`src/rtl/latch_cond_pkg.sv`:
```
// Shared types and limits for the latch input conditioning blocks.
package latch_cond_pkg;

   typedef enum logic [1:0] {
      RELEASED,
      PRESS_WAIT,
      PRESSED,
      RELEASE_WAIT
   } db_state_t;

   localparam int unsigned DEBOUNCE_MIN = 2;

endpackage

```
`src/rtl/debounce_channel.sv`:
```
// One button channel: synchroniser, debounce FSM with stability counter,
// registered debounced level and a one-cycle pulse on accepted press.
module debounce_channel
   import latch_cond_pkg::*;
#(
   parameter int unsigned DEBOUNCE_CYCLES = 16,
   parameter int unsigned SYNC_STAGES     = 2
) (
   input  logic clk,
   input  logic rst_n,
   input  logic raw,
   output logic level,
   output logic rise
);

   localparam int unsigned     CntW    = $clog2(DEBOUNCE_CYCLES + 1);
   localparam logic [CntW-1:0] CntLast = CntW'(DEBOUNCE_CYCLES - 1);

   logic [SYNC_STAGES-1:0] sync_q;
   logic                   synced;
   db_state_t              state_q;
   logic [CntW-1:0]        cnt_q;
   logic                   level_q;
   logic                   rise_q;

   always_ff @(posedge clk or negedge rst_n) begin
      if (!rst_n) begin
         sync_q <= '0;
      end else begin
         sync_q <= {sync_q[SYNC_STAGES-2:0], raw};
      end
   end

   assign synced = sync_q[SYNC_STAGES-1];

   // Counter restarts on every state entry so each wait phase measures a fresh run.
   always_ff @(posedge clk or negedge rst_n) begin
      if (!rst_n) begin
         state_q <= RELEASED;
         cnt_q   <= '0;
         level_q <= 1'b0;
         rise_q  <= 1'b0;
      end else begin
         rise_q <= 1'b0;
         unique case (state_q)
            RELEASED: begin
               if (synced) begin
                  state_q <= PRESS_WAIT;
                  cnt_q   <= '0;
               end
            end
            PRESS_WAIT: begin
               if (!synced) begin
                  state_q <= RELEASED;
                  cnt_q   <= '0;
               end else if (cnt_q == CntLast) begin
                  state_q <= PRESSED;
                  cnt_q   <= '0;
                  level_q <= 1'b1;
                  rise_q  <= 1'b1;
               end else begin
                  cnt_q <= cnt_q + 1'b1;
               end
            end
            PRESSED: begin
               if (!synced) begin
                  state_q <= RELEASE_WAIT;
                  cnt_q   <= '0;
               end
            end
            RELEASE_WAIT: begin
               if (synced) begin
                  state_q <= PRESSED;
                  cnt_q   <= '0;
               end else if (cnt_q == CntLast) begin
                  state_q <= RELEASED;
                  cnt_q   <= '0;
                  level_q <= 1'b0;
               end else begin
                  cnt_q <= cnt_q + 1'b1;
               end
            end
            default: begin
               state_q <= RELEASED;
               cnt_q   <= '0;
               level_q <= 1'b0;
            end
         endcase
      end
   end

   assign level = level_q;
   assign rise  = rise_q;

endmodule

```
`src/rtl/latch_input_debouncer.sv`:
```
// Debounces set/clear buttons into mutually exclusive active-low drives
// for a NAND sr_latch; both drives release while both buttons are held.
module latch_input_debouncer
   import latch_cond_pkg::*;
#(
   parameter int unsigned DEBOUNCE_CYCLES = 16,
   parameter int unsigned SYNC_STAGES     = 2
) (
   input  logic clk,
   input  logic rst_n,
   input  logic btn_set_raw,
   input  logic btn_clr_raw,
   output logic set_n,
   output logic rst_out_n,
   output logic set_evt,
   output logic clr_evt,
   output logic conflict
);

   if (DEBOUNCE_CYCLES < DEBOUNCE_MIN) begin : gen_db_check
      $error("DEBOUNCE_CYCLES must be at least %0d", DEBOUNCE_MIN);
   end

   if (SYNC_STAGES < 2) begin : gen_sync_check
      $error("SYNC_STAGES must be at least 2");
   end

   logic set_db;
   logic set_rise;
   logic clr_db;
   logic clr_rise;

   logic set_n_q;
   logic rst_out_n_q;
   logic set_evt_q;
   logic clr_evt_q;
   logic conflict_q;

   debounce_channel #(
      .DEBOUNCE_CYCLES(DEBOUNCE_CYCLES),
      .SYNC_STAGES    (SYNC_STAGES)
   ) u_set_ch (
      .clk  (clk),
      .rst_n(rst_n),
      .raw  (btn_set_raw),
      .level(set_db),
      .rise (set_rise)
   );

   debounce_channel #(
      .DEBOUNCE_CYCLES(DEBOUNCE_CYCLES),
      .SYNC_STAGES    (SYNC_STAGES)
   ) u_clr_ch (
      .clk  (clk),
      .rst_n(rst_n),
      .raw  (btn_clr_raw),
      .level(clr_db),
      .rise (clr_rise)
   );

   // A drive is only asserted when the opposite channel is released, so the
   // latch can never see S and R low together.
   always_ff @(posedge clk or negedge rst_n) begin
      if (!rst_n) begin
         set_n_q     <= 1'b1;
         rst_out_n_q <= 1'b1;
         set_evt_q   <= 1'b0;
         clr_evt_q   <= 1'b0;
         conflict_q  <= 1'b0;
      end else begin
         set_n_q     <= ~(set_db & ~clr_db);
         rst_out_n_q <= ~(clr_db & ~set_db);
         set_evt_q   <= set_rise;
         clr_evt_q   <= clr_rise;
         conflict_q  <= set_db & clr_db;
      end
   end

   assign set_n     = set_n_q;
   assign rst_out_n = rst_out_n_q;
   assign set_evt   = set_evt_q;
   assign clr_evt   = clr_evt_q;
   assign conflict  = conflict_q;

endmodule

```
`config.mk`:
```
export PLATFORM = sky130hd
export DESIGN_NAME = latch_input_debouncer
export DESIGN_NICKNAME = d
export VERILOG_FILES = /design/src/rtl/latch_cond_pkg.sv /design/src/rtl/debounce_channel.sv /design/src/rtl/latch_input_debouncer.sv
export SDC_FILE = /design/constraint.sdc
export NUM_CORES = 1
export LEC_CHECK = 0
export CAP_MARGIN = 15
export CORE_ASPECT_RATIO = 1.25
export CORE_MARGIN = 5
export CORE_UTILIZATION = 55
export CTS_CLUSTER_DIAMETER = 100
export DETAILED_ROUTE_END_ITERATION = 8
export PLACE_DENSITY = 0.76
export SETUP_SLACK_MARGIN = 0.1
export SLEW_MARGIN = 10
export SYNTH_ARGS = -nofsm -noshare
export SYNTH_HDL_FRONTEND = slang
export SYNTH_SLANG_ARGS = --single-unit
```
`constraint.sdc`:
```
create_clock -name clk -period 1.6 [get_ports clk]
set_input_delay 0.48 -clock clk [delete_from_list [all_inputs] [get_ports clk]]
set_output_delay 0.48 -clock clk [all_outputs]
set_load 0.005 [all_outputs]
```
## After elaboration in Yosys (flattened, before gate mapping)

Index checks and enable logic that the tools add are counted.

| storage, ports and cells | value |
|---|---|
| flip-flop bits (word level) | 27 |
| input port bits | 4 |
| output and inout port bits | 5 |
| word-level logic and storage cells | 100 |

| operators by class | value |
|---|---|
| add/sub/neg operators | 2 |
| eq/ne operators | 24 |
| muxes and demuxes | 42 |
| bitwise logic cells | 7 |
| reduce and logical (&&, ||, !) cells | 10 |

Operators by type and width:

| cell | count |
|---|---|
| 5-bit two-way mux | 10 |
| 5-bit one-hot mux with 4 select lines | 2 |
| 2-bit two-way mux | 12 |
| 2-bit by 1-bit inequality test with 1-bit output, second input constant | 8 |
| 2-bit one-hot mux with 4 select lines | 2 |
| 1-bit two-way mux | 14 |
| 5-bit by 1-bit adder with 5-bit output, second input constant | 2 |
| 5-bit by 4-bit == test with 1-bit output, second input constant | 2 |
| 5-bit AND reduction | 2 |
| 2-bit == test, second input constant | 4 |
| 2-bit inequality test, second input constant | 4 |
| 4-bit AND reduction | 2 |
| 3-bit by 1-bit inequality test with 1-bit output, second input constant | 2 |
| 3-bit inequality test, second input constant | 2 |
| 2-bit by 1-bit == test with 1-bit output, second input constant | 2 |
| 2-bit logical NOT | 2 |
| 1-bit NOT | 4 |
| 1-bit one-hot mux with 2 select lines | 2 |
| 2-bit AND reduction | 2 |
| 2-bit nonzero test | 2 |
| 1-bit bitwise AND | 3 |

## Longest topological paths before layout

| logic depth | value |
|---|---|
| word-level depth | 4 |
| depth in mapped cells | 4 |
| gate-level depth less buffers | 4 |

## By module

From an unflattened synthesis, not the netlist that was laid out.

| second synthesis, totals | value |
|---|---|
| cells, all modules | 98 |
| area, all modules | 1114.8 um2 |

By module, submodules not included:

| module | times used | cells an instance | area each (um2) | sequential area each (um2) |
|---|---|---|---|---|
| debounce_channel | 2 | 45 | 484.2 | 275.3 |
| latch_input_debouncer | 1 | 8 | 146.4 | 127.6 |

## Worst setup path after synthesis

Ideal clock, no wire load.

| timing | value |
|---|---|
| path type | register -> register |
| start point | register u_clr_ch.cnt_q[0] |
| end point | register (tool-made name) |
| setup time | 0.127 ns |
| data arrival time | 1.184 ns |
| data required time | 1.473 ns |
| setup slack | 0.289 ns |
| stages on the path, launching flop included | 5 |
| path buffers | 0 |
| clock period less this slack | 1.311 ns |
| cells stage by stage | dfrtp_1 -> ha_1 -> and4b_1 -> nand2_1 -> mux2_1 |

RTL lines:

| what | line | source |
|---|---|---|
| from (decl) | debounce_channel.sv:22 | `logic [CntW-1:0] cnt_q;` |
| from (signal assigned) | debounce_channel.sv:62 | `cnt_q <= cnt_q + 1'b1;` |
| from (signal assigned) | debounce_channel.sv:80 | `cnt_q <= cnt_q + 1'b1;` |

## Final worst setup path

| timing | value |
|---|---|
| start point | register set_evt_q (netlist: set_evt) |
| end point | output set_evt |

RTL lines:

| what | line | source |
|---|---|---|
| from (decl) | latch_input_debouncer.sv:35 | `logic set_evt_q;` |
| from (signal assigned) | latch_input_debouncer.sv:73 | `set_evt_q <= set_rise;` |
| to (decl) | latch_input_debouncer.sv:15 | `output logic set_evt,` |

No word-level cell between the ends.

==> summary by stage <==
Clock tree
CTS built an H-tree with a depth of 1. In this run, post-CTS hold repair placed 0 buffers. Counting along the longest clock path gives a buffer depth of 2.

In this run the clock root is driven by a sky130_fd_sc_hd__clkbuf_4. The clock tree from TritonCTS is yes. TritonCTS created 3 clock buffers. Once the clock tree was built, the setup fixing pass inserted 0 buffers. The number of instances resized during post-cts repair is 8. The insertion delay to the later sink of the worst-skew pair is 0.31 ns. The clock net sink count is 27. After clock tree synthesis, the clock-pin slew on the worst setup and hold paths is 0.13 ns.

Power and ir drop
Across the VDD grid, the largest voltage drop is 690 uV. The design draws 1080 uW. The static power due to leakage is 0.000588 uW. The power per unit of standard cell area is 879 nW/um2.

Placed design
In this run, placement finished with an instance count of 120. At the end of routability-driven placement, the weighted congestion stood at 0.773. The placed instances occupy a cell area of 1220 um2. The half-perimeter wire length after placement is 1280 um. The number of port buffers is 8.

Logic synthesis
Counting every instance in the synthesized netlist gives 93. In this run the mean area of a mapped cell was 11.9 um2. The library cell with the highest instance count after synthesis is sky130_fd_sc_hd__dfrtp_1. The synthesized netlist contains 30 unique library cells. After synthesis, the largest area contributor takes up 56.5% of total cell area. Of all flip-flops after synthesis, the portion carrying an async set or reset was 100%. Counting flops with a built-in enable in the synthesized netlist gives 0. Sequential elements use 61.2% of the synthesized area.

The total nets after synthesis is 99. The area of the mapped netlist is 1110 um2. Ranked by total cell area, the synthesized netlist is headed by sky130_fd_sc_hd__dfrtp_1, sky130_fd_sc_hd__nand3_1, sky130_fd_sc_hd__dfstp_2, sky130_fd_sc_hd__xor2_2, sky130_fd_sc_hd__nand2_1. The number of warnings printed during yosys synthesis is 0. sky130_fd_sc_hd__dfrtp_1 takes more of the synthesized area than any other cell.

After synthesis the netlist holds a flip-flop and latch count of 27. Sorting the synthesized cells by how often they occur yields sky130_fd_sc_hd__dfrtp_1, sky130_fd_sc_hd__nand3_1, sky130_fd_sc_hd__nand2_1, sky130_fd_sc_hd__inv_1, sky130_fd_sc_hd__a31oi_1. For this run, the leading register cell type out of synthesis is sky130_fd_sc_hd__dfrtp_1.

Setup path
The slowest cell on the critical path is sky130_fd_sc_hd__dfrtp_1. The worst setup path is launched from a flip-flop. The worst stage delay on the critical path is 0.39 ns. The startpoint identified for the worst register-to-register timing path is u_clr_ch.cnt_q[0]. Of all nets on the critical path, the largest fanout is 1. The buffering stage count on the worst path with inverters included is 1. Broken down by cell family, the worst path's largest delay share belongs to flip-flops. At the worst endpoint, the required time is 1.12 ns.

Setup slack on the worst reg-to-reg path comes out at 0.21 ns. The worst register-to-register path has a depth of 4. The worst setup path is captured at an output pin. The path type of the worst setup path is flip-flop to output pin. The signal on the critical path passes through dlygate4sd2_1. The data arrival time of the critical path is 0.95 ns.

Floorplanning
The floorplan step defined a core boundary enclosing 1960 um2. The area enclosed by the die boundary is 3020 um2. The horizontal die dimension is 50.1 um. The effective utilization at floorplan is 56.5%. The number of I/O pins is 9.

Row generation in the floorplan step produced 18 rows. The die boundary height is 60.2 um.

Detailed routing
The iteration-0 DRC count of the detailed router is 14. The routed design has 1750 um of wire. The number of iterations in the first detailed-routing pass is 4. The number of nets still failing antenna checks after routing is 0.

The routed layout has 731 vias. In the routed layout, each cell is associated on average with a via count of 5.90. The residual DRC count is 0. The per-cell routed wire length is 14.1 um.

Finish
From synthesis to final layout, the design area changed by 11.4%. Of the cells placed in the final design, the portion with a size suffix greater than 1 is 12.5%. Leaving out filler cells and counting taps, the final layout contains 124.

The layout net count is 111. The diode insertion count for antenna repair is 0. After routing the design area is 1230 um2.

Worst hold path
The worst hold path terminates at u_set_ch.sync_q[1]. The worst hold path begins at u_set_ch.sync_q[0]. The count of cells along the worst hold path is 0.

The class of the tightest hold or removal check is flip-flop to flip-flop.

STA
The setup skew after layout is 0.00717 ns. Based on the critical path, the design can be clocked at up to 0.698 GHz. The final number of hold-violating endpoints was 0. The max-slew violation count is 0. In this run the tightest slew margin relative to its limit is 66.6%. After routing, the total negative slack on setup checks comes to 0 ns.

The minimum clock period after layout is 1.43 ns. The worst-margin pin slew is 0.497 ns. The final critical-path share of the clock period is 89.5%. The count of endpoints failing setup in the final report is 0.

Setup repair after global routing left no endpoint under its margin.

GRT
The number of antenna violations at the first check in global routing is 0. Across every metal layer, demand over resource in global routing totals 13.1%. The pin count of the biggest net entering global routing is 28. The number of global-route vias before repair is 686.

Global routing finished with a remaining overflow of 0. The first-pass GRT wire length is 2970 um.

Run
The max capacitance violation total is 0.

Run status
The flow ran to the end, and the final reports show no timing, DRC or antenna violations.
## through the flow
| stage | hold WS [ns] | setup slack, ns | util, % |
|---|---|---|---|
| floorplan | 0.184 | 0.289 | - |
| global placement | 0.332 | 0.142 | 62.3 |
| detailed placement | 0.336 | 0.137 | 62.3 |
| CTS | 0.367 | 0.0328 | 63.2 |
| global route | 0.375 | 0.102 | 63.0 |
| finish | 0.364 | 0.168 | 63.0 |
## worst max-delay path by stage
stage                                  from  slack, ns   endpoint  cells after the start
after global placement                set_n       0.14      set_n                      1
after detailed placement          rst_out_n       0.14  rst_out_n                      1
final                               set_evt       0.17    set_evt                      1
after CTS                         rst_out_n       0.03  rst_out_n                      1
after floorplan           u_clr_ch.cnt_q[0]       0.29  flip-flop                      4
after global routing                set_evt       0.10    set_evt                      1
## report_power, final
group          leakage, uW  switching (uW)  internal (uW)
clock network    0.0000177             181           93.4
registers         0.000353            31.0            706
logic             0.000217            39.6           32.9
## area by class of cell
cell class | instances | area [um2]
Inverter | 5 | 18.8
Clock buffer | 3 | 22.5
Multi-Input combinational cell | 59 | 398
Fill cell | 156 | 726
Sequential cell | 27 | 678
Timing Repair Buffer | 9 | 86.3
Clock inverter | 1 | 5.00
Tap cell | 20 | 25.0
## logic make-up (layout without fill, tap and decap cells)
| logic type | count (synthesis) | after routing | share of synthesized area [%] |
|---|---|---|---|
| compound gates | 16 | 16 | 8.93 |
| xor+xnor | 6 | 6 | 6.10 |
| fa+ha+maj | 2 | 2 | 2.26 |
| buf+inv | 7 | 18 | 2.82 |
| flops | 27 | 27 | 61.2 |
| mux | 2 | 2 | 1.92 |
| simple gates | 33 | 33 | 16.7 |
## registers in the layout, indices dropped and copies added (netlist names), 2 cells and up, named ones only
register / flops
u_set_ch.cnt_q: 5
u_clr_ch.sync_q: 2
u_clr_ch.cnt_q: 5
u_set_ch.sync_q: 2
## cell usage in the layout (no fill, tap or decap)
cell type and instances:
sky130_fd_sc_hd__o21ai_0 2, sky130_fd_sc_hd__dlygate4sd2_1 3, sky130_fd_sc_hd__nand3b_1 1, sky130_fd_sc_hd__nand2b_1 1
sky130_fd_sc_hd__buf_2 1, sky130_fd_sc_hd__nand3_1 14, sky130_fd_sc_hd__a31oi_1 4, sky130_fd_sc_hd__inv_1 5
sky130_fd_sc_hd__clkbuf_4 3, sky130_fd_sc_hd__xor2_1 2, sky130_fd_sc_hd__and2_2 1, sky130_fd_sc_hd__o21ai_1 2
sky130_fd_sc_hd__clkinv_2 1, sky130_fd_sc_hd__dfstp_2 2, sky130_fd_sc_hd__mux2i_1 1, sky130_fd_sc_hd__o22a_1 1
sky130_fd_sc_hd__and2_1 2, sky130_fd_sc_hd__and4b_1 2, sky130_fd_sc_hd__dfrtp_1 25, sky130_fd_sc_hd__mux2_1 1
sky130_fd_sc_hd__o22ai_1 2, sky130_fd_sc_hd__xor2_2 2, sky130_fd_sc_hd__nand2_1 7, sky130_fd_sc_hd__buf_12 1
sky130_fd_sc_hd__clkbuf_2 1, sky130_fd_sc_hd__ha_1 2, sky130_fd_sc_hd__nor2_1 1, sky130_fd_sc_hd__a21oi_1 2
sky130_fd_sc_hd__o31ai_1 1, sky130_fd_sc_hd__xnor2_1 2, sky130_fd_sc_hd__nor3_1 1, sky130_fd_sc_hd__clkdlybuf4s50_1 3
sky130_fd_sc_hd__nand2b_2 1, sky130_fd_sc_hd__nand4b_1 2, sky130_fd_sc_hd__a21boi_1 2
## layer usage
metal	GRT usage (%)	part of all wire [%]
met5	0	0
met4	7.49	0.74
met3	3.24	4.2
met2	22.6	53
met1	14.4	42
(Power assumes the default switching activity.)
